`src/rtl/mux_nx1_rr_reg_pkg.sv`:
```
// Shared constants and types for the registered N-to-1 round-robin multiplexer.
// Default geometry is 4 channels of 8 bits; the select/index width must equal ceil(log2(N_CH)).
package mux_nx1_rr_reg_pkg;

   typedef enum logic {
      MODE_SEL = 1'b0,
      MODE_RR  = 1'b1
   } mode_e;

   localparam int DEF_WIDTH = 8;
   localparam int DEF_N_CH  = 4;
   localparam int DEF_SEL_W = 2;

endpackage

```
`src/rtl/mux_nx1_rr_reg_rr_arbiter.sv`:
```
// Combinational round-robin search: starting just above ptr and wrapping at N_CH-1,
// the first requesting channel wins.
module rr_arbiter
   import mux_nx1_rr_reg_pkg::*;
#(
   parameter int N_CH  = DEF_N_CH,
   parameter int SEL_W = DEF_SEL_W
) (
   input  logic [N_CH-1:0]  req,
   input  logic [SEL_W-1:0] ptr,
   output logic [SEL_W-1:0] grant,
   output logic             grant_valid
);

   logic [SEL_W-1:0] w_idx;

   always_comb begin
      grant       = '0;
      grant_valid = 1'b0;
      w_idx       = ptr;
      // The pointer itself is visited last, so the previous winner has lowest priority.
      for (int i = 0; i < N_CH; i++) begin
         w_idx = (w_idx == SEL_W'(N_CH - 1)) ? '0 : w_idx + 1'b1;
         if (!grant_valid && req[w_idx]) begin
            grant       = w_idx;
            grant_valid = 1'b1;
         end
      end
   end

endmodule

```
`src/rtl/mux_nx1_rr_reg.sv`:
```
// Registered N-to-1 data multiplexer with valid/ready handshake on both sides.
// Grant comes from the explicit select or from the round-robin arbiter, chosen per cycle by mode_rr.
module mux_nx1_rr_reg
   import mux_nx1_rr_reg_pkg::*;
#(
   parameter int WIDTH = DEF_WIDTH,
   parameter int N_CH  = DEF_N_CH,
   parameter int SEL_W = DEF_SEL_W
) (
   input  logic                  clock,
   input  logic                  reset_b,
   input  logic [N_CH*WIDTH-1:0] in_data,
   input  logic [N_CH-1:0]       in_valid,
   output logic [N_CH-1:0]       in_ready,
   input  logic                  mode_rr,
   input  logic [SEL_W-1:0]      select,
   output logic [WIDTH-1:0]      out_data,
   output logic [SEL_W-1:0]      out_ch,
   output logic                  out_valid,
   input  logic                  out_ready
);

   // Handshake: a word moves on a side only in a cycle where its valid and ready are both high.
   // Upstream holds data/valid until in_ready; the output register holds its word until out_ready.

   logic [WIDTH-1:0] r_out_data;
   logic [SEL_W-1:0] r_out_ch;
   logic             r_out_valid;
   logic [SEL_W-1:0] r_rr_ptr;

   mode_e            w_mode;
   logic [SEL_W-1:0] w_arb_grant;
   logic             w_arb_valid;
   logic             w_sel_valid;
   logic [SEL_W-1:0] w_grant;
   logic             w_grant_valid;
   logic             w_load;
   logic             w_transfer;
   logic [WIDTH-1:0] w_data;

   assign w_mode = mode_e'(mode_rr);

   rr_arbiter #(
      .N_CH  (N_CH),
      .SEL_W (SEL_W)
   ) u_rr_arbiter (
      .req         (in_valid),
      .ptr         (r_rr_ptr),
      .grant       (w_arb_grant),
      .grant_valid (w_arb_valid)
   );

   // An out-of-range select matches no channel and therefore never grants.
   always_comb begin
      w_sel_valid = 1'b0;
      for (int k = 0; k < N_CH; k++) begin
         if (select == SEL_W'(k)) begin
            w_sel_valid = in_valid[k];
         end
      end
   end

   assign w_grant       = (w_mode == MODE_RR) ? w_arb_grant : select;
   assign w_grant_valid = (w_mode == MODE_RR) ? w_arb_valid : w_sel_valid;

   // Nothing is accepted while reset is held, even though load would otherwise be high.
   assign w_load     = !r_out_valid || out_ready;
   assign w_transfer = reset_b && w_load && w_grant_valid;

   always_comb begin
      w_data   = '0;
      in_ready = '0;
      for (int k = 0; k < N_CH; k++) begin
         if (w_grant == SEL_W'(k)) begin
            w_data      = in_data[k*WIDTH +: WIDTH];
            in_ready[k] = w_transfer;
         end
      end
   end

   always_ff @(posedge clock or negedge reset_b) begin
      if (!reset_b) begin
         r_out_valid <= 1'b0;
         r_out_data  <= '0;
         r_out_ch    <= '0;
         r_rr_ptr    <= SEL_W'(N_CH - 1);
      end else begin
         if (w_transfer) begin
            r_out_valid <= 1'b1;
            r_out_data  <= w_data;
            r_out_ch    <= w_grant;
            if (w_mode == MODE_RR) begin
               r_rr_ptr <= w_grant;
            end
         end else if (out_ready) begin
            r_out_valid <= 1'b0;
         end
      end
   end

   assign out_data  = r_out_data;
   assign out_ch    = r_out_ch;
   assign out_valid = r_out_valid;

endmodule

```
`config.mk`:
```
export PLATFORM = sky130hd
export DESIGN_NAME = mux_nx1_rr_reg
export DESIGN_NICKNAME = d
export VERILOG_FILES = /design/src/rtl/mux_nx1_rr_reg_pkg.sv /design/src/rtl/mux_nx1_rr_reg_rr_arbiter.sv /design/src/rtl/mux_nx1_rr_reg.sv
export SDC_FILE = /design/constraint.sdc
export NUM_CORES = 1
export LEC_CHECK = 0
export CORE_MARGIN = 2
export CORE_UTILIZATION = 46
export CTS_CLUSTER_SIZE = 24
export DETAILED_ROUTE_END_ITERATION = 7
export GPL_ROUTABILITY_DRIVEN = 0
export GPL_TIMING_DRIVEN = 0
export PLACE_DENSITY = 0.85
export SLEW_MARGIN = 20
export SYNTH_ARGS = -nofsm -noshare
export SYNTH_HDL_FRONTEND = slang
export SYNTH_SLANG_ARGS = --single-unit
```
`constraint.sdc`:
```
create_clock -name clock -period 5.8 [get_ports clock]
set_clock_uncertainty 0.2 [all_clocks]
set_input_delay 0.87 -clock clock [delete_from_list [all_inputs] [get_ports clock]]
set_output_delay 0.87 -clock clock [all_outputs]
set_load 0.01 [all_outputs]
```
; ---- After elaboration in Yosys (flattened, before gate mapping)
; Index checks and enable logic that the tools add are counted.
[totals]
register_bits = 13
in_bits = 42
[classes]
addsub = 4
n_lt_le_gt_ge = 4
eq_ne = 10
n_mux = 36
n_reduce_logical = 14
[op_table]
columns = cell, count
row1 = $mux 8, 4
row2 = $mux 1, 19
row3 = $mux 2, 9
row4 = $eq 2x2->1 const B, 8
row5 = $lt 2x3->1 const B, 4
row6 = $add 2x1->2 const B, 4
row7 = $bmux 1 s2, 4
row8 = $logic_and 1x1->1, 5
row9 = $eq 2x1->1 const B, 2
row10 = $logic_not 1->1, 4
row11 = $logic_not 2->1, 2
row12 = $reduce_and 2->1, 1
row13 = $reduce_bool 2->1, 1
row14 = $logic_or 1x1->1, 1

; ---- Longest topological paths before layout
[depth]
ltp_word = 20
mapped_depth = 9

; ---- Modules after synthesis
; From an unflattened synthesis, not the netlist that was laid out.
[unflattened]
hier_cells = 88
hier_area_um2 = 1017.2
[by_module_without_submodules]
columns = mod, n_inst, cells_per_inst, area_each_um2, seq_area_each_um2
row1 = mux_nx1_rr_reg, 1, 73, 909.6, 327.8
row2 = rr_arbiter, 1, 15, 107.6, 0.0

; ---- Worst setup path after synthesis
; OpenSTA, ideal clock, no wires.
[synth_path]
kind = input port to output port
from = input port in_valid[0]
to = output port in_ready[0]
t_arrival_ns = 2.315
t_required_ns = 4.730
setup_slack_ns = 2.415
stages = 6
n_path_buf = 1
path_cell_list = clkbuf_1 -> a21oi_1 -> a311oi_1 -> a2bb2oi_1 -> nand2_1 -> nor2_1
[synth_between]
elab_chain_cells = 15
elab_cells_between_ends = 31
cone_classes = mux (23) / reduce/logical (8)
[synth_lines]
columns = element, line_no
row1 = "start, declared", mux_nx1_rr_reg.sv:13  ; input logic [N_CH-1:0] in_valid,
row2 = $bmux 1 s2, mux_nx1_rr_reg_rr_arbiter.sv:24  ; if (!grant_valid && req[w_idx]) begin
row3 = $mux 1 (implied by the code), mux_nx1_rr_reg_rr_arbiter.sv:24
row4 = $mux 1, mux_nx1_rr_reg_rr_arbiter.sv:24
row5 = $logic_not 1->1, mux_nx1_rr_reg_rr_arbiter.sv:24
row6 = $logic_and 1x1->1, mux_nx1_rr_reg_rr_arbiter.sv:24
row7 = $mux 1, mux_nx1_rr_reg_rr_arbiter.sv:24
row8 = $logic_not 1->1, mux_nx1_rr_reg_rr_arbiter.sv:24
row9 = $logic_and 1x1->1, mux_nx1_rr_reg_rr_arbiter.sv:24
row10 = $mux 1, mux_nx1_rr_reg_rr_arbiter.sv:24
row11 = $logic_not 1->1, mux_nx1_rr_reg_rr_arbiter.sv:24
row12 = $logic_and 1x1->1, mux_nx1_rr_reg_rr_arbiter.sv:24
row13 = $mux 2 / $mux 1 (equally long branches), mux_nx1_rr_reg_rr_arbiter.sv:24
row14 = $mux 2 / $mux 1 (equally long branches), "mux_nx1_rr_reg.sv:63, mux_nx1_rr_reg.sv:64"
row15 = $logic_not 2->1 / $logic_and 1x1->1 (equally long branches), "mux_nx1_rr_reg.sv:74, mux_nx1_rr_reg.sv:68"
row16 = $mux 1 *, mux_nx1_rr_reg.sv:74  ; if (w_grant == SEL_W'(k)) begin
row17 = "end, declared", mux_nx1_rr_reg.sv:14  ; output logic [N_CH-1:0] in_ready,
; Every way passes the cells marked *; elsewhere a longest branch is shown, timed or not. The select of a mux whose other input is x is not followed.

; ---- Worst setup path in the final report
[layout_path]
from = input port in_valid[2]
to = output port in_ready[0]
; Same word-level chain as after synthesis.

==> run_results.csv <==
group,metric,value,unit
sta,slew_headroom,49.8,%
pwr,peakVddDrop,281,uV
floorplanning,core_area,0.00276,sq mm
critical_path,cp-end-kind,"output port",
critical_path,r2r-start,"r_rr_ptr[1]",
critical_path,crit_fanout,9,
yosys,syn_inst,165,
clocking,clock_latency,0.28,ns
hold_path,hold_path_depth,2,
critical_path,crit_required,4.73,ns
grt,grt_pass1_wl,6.33,mm
critical_path,arrival,3.74,ns
drt,num_vias,1548,
floorplanning,ios,57,
floorplanning,rows,19,
sta,tns,0,ns
critical_path,reg2reg_slack,2.72,ns
clocking,post_cts_buffers,0,
grt,grt_usage,24.2,%
cells_and_area,diodes,0,
sta,finalSetupViolCount,0,
cells_and_area,final_nets,266,
drt,route.antenna.remaining_nets,0,
cells_and_area,layout-drive-gt1-share,9.91,%
cells_and_area,synthToLayoutAreaGrowth,44.6,%
sta,fmax,0.208,GHz
pwr,p_per_area,383,mW/mm^2
sta,period_share,82.9,%
sta,holdWs,0.286,ns
critical_path,reg2reg_depth,7,
grt,overflow,0,
floorplanning,start_util,48.5,%
clocking,clk_path_buf_depth,2,
yosys,synthFlopType,"dfrtp_1",
yosys,synth.avg_cell_area,8.10,sq um
yosys,yosysSeqAreaShare,24.5,%
sta,slew_violations,0,
placement,post-dp-hpwl,3.05,mm
grt,grt_pass1_vias,1487,
floorplanning,die_y,57.9,um
placement,dp_cells,249,
sta,hold_viol,0,
sta,worstMarginPinSlew,0.750,ns
pwr,cellLeakagePower,0.777,nW
clocking,cts_sinks,13,
grt,antenna_found_initial,0,
clocking,cts_resized,0,
yosys,synth_fp_nets,208,
critical_path,worstSetupStartpoint,"in_valid[2]",
yosys,synthesis.area,0.00134,sq mm
yosys,yosys_warnings,0,
drt,drc,0,
clocking,cts_tree,"done",
placement,port-buffer-count,53,
critical_path,start_kind,"primary input",
job,drv_cap,0,
run_status,outcome,"complete, no violations",
drt,drtIter0Drc,89,
floorplanning,dieArea,0.00335,sq mm
sta,fin_crit,4.81,ns
critical_path,setup.worst_path.end,"in_ready[0]",
drt,dr.pass1.iters,4,
critical_path,criticalPathCategory,"primary input to output port",
yosys,synth_cell_types,40,
clocking,numCtsBuffers,3,
yosys,synth_edf_count,0,
grt,grt_max_degree,15,
clocking,htree_levels,1,
yosys,ys_ff_latch,13,
drt,vias_per_cell,6.12,
clocking,clkTransAtPathRegs,0.08,ns
drt,wl,3.93,mm
hold_path,hold_path.class,"register to register",
clocking,cts_hold_buffers,0,
cells_and_area,stdcell_count,253,
drt,detail_route.wl_per_cell,15.5,um
yosys,ys_async_sr_fraction,100,%
critical_path,r2r_end,"out_data[2]",
sta,grt_setup_unrepaired,"no",
floorplanning,fp.dieW,57.9,um
pwr,power,0.740,mW
clocking,root_buffer,"clkbuf_4",
-- cell usage in the layout (no fill, tap or decap), drive strengths merged, types with 2 or more instances in the layout --
cell type      synthesis  routed
o21ai                  4       4
nand2b                 3       3
a221oi                 8       8
clkdlybuf4s50          0      53
mux2i                  8       8
inv                    3       3
dfstp                  2       2
o21a                  10      10
o21bai                 3       3
nor2                  11      11
a21oi                  4       4
dfrtp                 11      11
a31oi                  2       2
clkbuf                 8      12
buf                    6       6
a2111oi                8       8
o31ai                 10      10
nand2                 31      31
and2                   9       9
a21o                   3       3
nor3                   3       3
mux4                   2       2
-- power by group --
part / leakage (nW) / total (mW) / internal (mW) / switching [mW]
sequential: 0.156 / 0.164 / 0.138 / 0.0263
clock: 0.0150 / 0.0563 / 0.0267 / 0.0296
combinational: 0.607 / 0.520 / 0.242 / 0.278
-- cell type report --
cell class              count  area, sq um
plain buffers              14         60.1
clock buffers               4         26.3
fillers                   217          826
inverters                   3         11.3
multi-input cells         135          937
flip-flops and latches     13          328
well taps                  31         38.8
repair buffers             53          531
-- worst min path at each step --
stage,startpoint,to,slack (ns)
2_1_floorplan,r_rr_ptr[1],r_rr_ptr[1],0.30
3_3_place_gp,out_ch[0],out_ch[0],0.26
3_5_place_dp,out_data[0],out_data[0],0.27
5_1_grt,out_data[6],out_data[6],0.33
4_1_cts,out_ch[0],out_ch[0],0.29
6_report,out_ch[0],out_ch[0],0.29
-- per-stage QoR --
step	area, sq um	utilization [%]	setup slack (ns)
after floorplan	1340	-	2.41
after global placement	1910	69.1	1.13
after detailed placement	1910	69.1	1.04
after CTS	1930	70.1	1.02
after global routing	1930	70.1	0.864
final	1930	70.1	0.990
-- cell families after synthesis --
| family | after synthesis | share of synthesized area [%] |
|---|---|---|
| AO/OA/AOI/OAI | 60 | 35.9 |
| multiplexers | 10 | 9.36 |
| buffers and inverters | 17 | 5.34 |
| AND/OR/NAND/NOR | 64 | 24.0 |
| adder cells (fa/ha/maj) | 1 | 0.936 |
| flip-flops | 13 | 24.5 |
-- state kept, by name (all words and copies together) (netlist names) --
name,flops
out_ch,2
r_rr_ptr,2
out_valid,1
out_data,8
-- per-layer routing --
| metal | track usage (%) | up-vias | wire, um | part of all wire [%] |
|---|---|---|---|---|
| met4 | 7.31 | 0 | 70 | 1.8 |
| met5 | 0 | - | 0 | 0 |
| li1 | - | 732 | - | - |
| met3 | 5.80 | 8 | 296 | 7.5 |
| met2 | 42.9 | 74 | 1970 | 50 |
| met1 | 29.1 | 734 | 1600 | 41 |
-- critical path: stages --
cell and delay [ns]:
clkdlybuf4s50_1 0.63, o21bai_1 0.16, a21oi_1 0.08, a311oi_1 0.45, a2bb2oi_1 0.68, nand2_1 0.15
nor2_1 0.15, clkdlybuf4s50_1 0.57
-- synth_stat cells (3+ instances only) --
cell type / count / area [sq um]
mux2i_1: 8 / 80.1
o21bai_1: 3 / 22.5
o31ai_1: 10 / 75.1
and2_1: 9 / 56.3
a21o_1: 3 / 22.5
o21ai_0: 4 / 20.0
nor2_1: 9 / 33.8
dfrtp_1: 11 / 275
nand2b_1: 3 / 18.8
a221oi_1: 8 / 70.1
a21oi_1: 4 / 20.0
buf_2: 6 / 30.0
o21a_1: 10 / 75.1
nand2_1: 31 / 116
clkbuf_1: 8 / 30.0
inv_1: 3 / 11.3
a2111oi_0: 7 / 61.3
(Power assumes the default switching activity.)
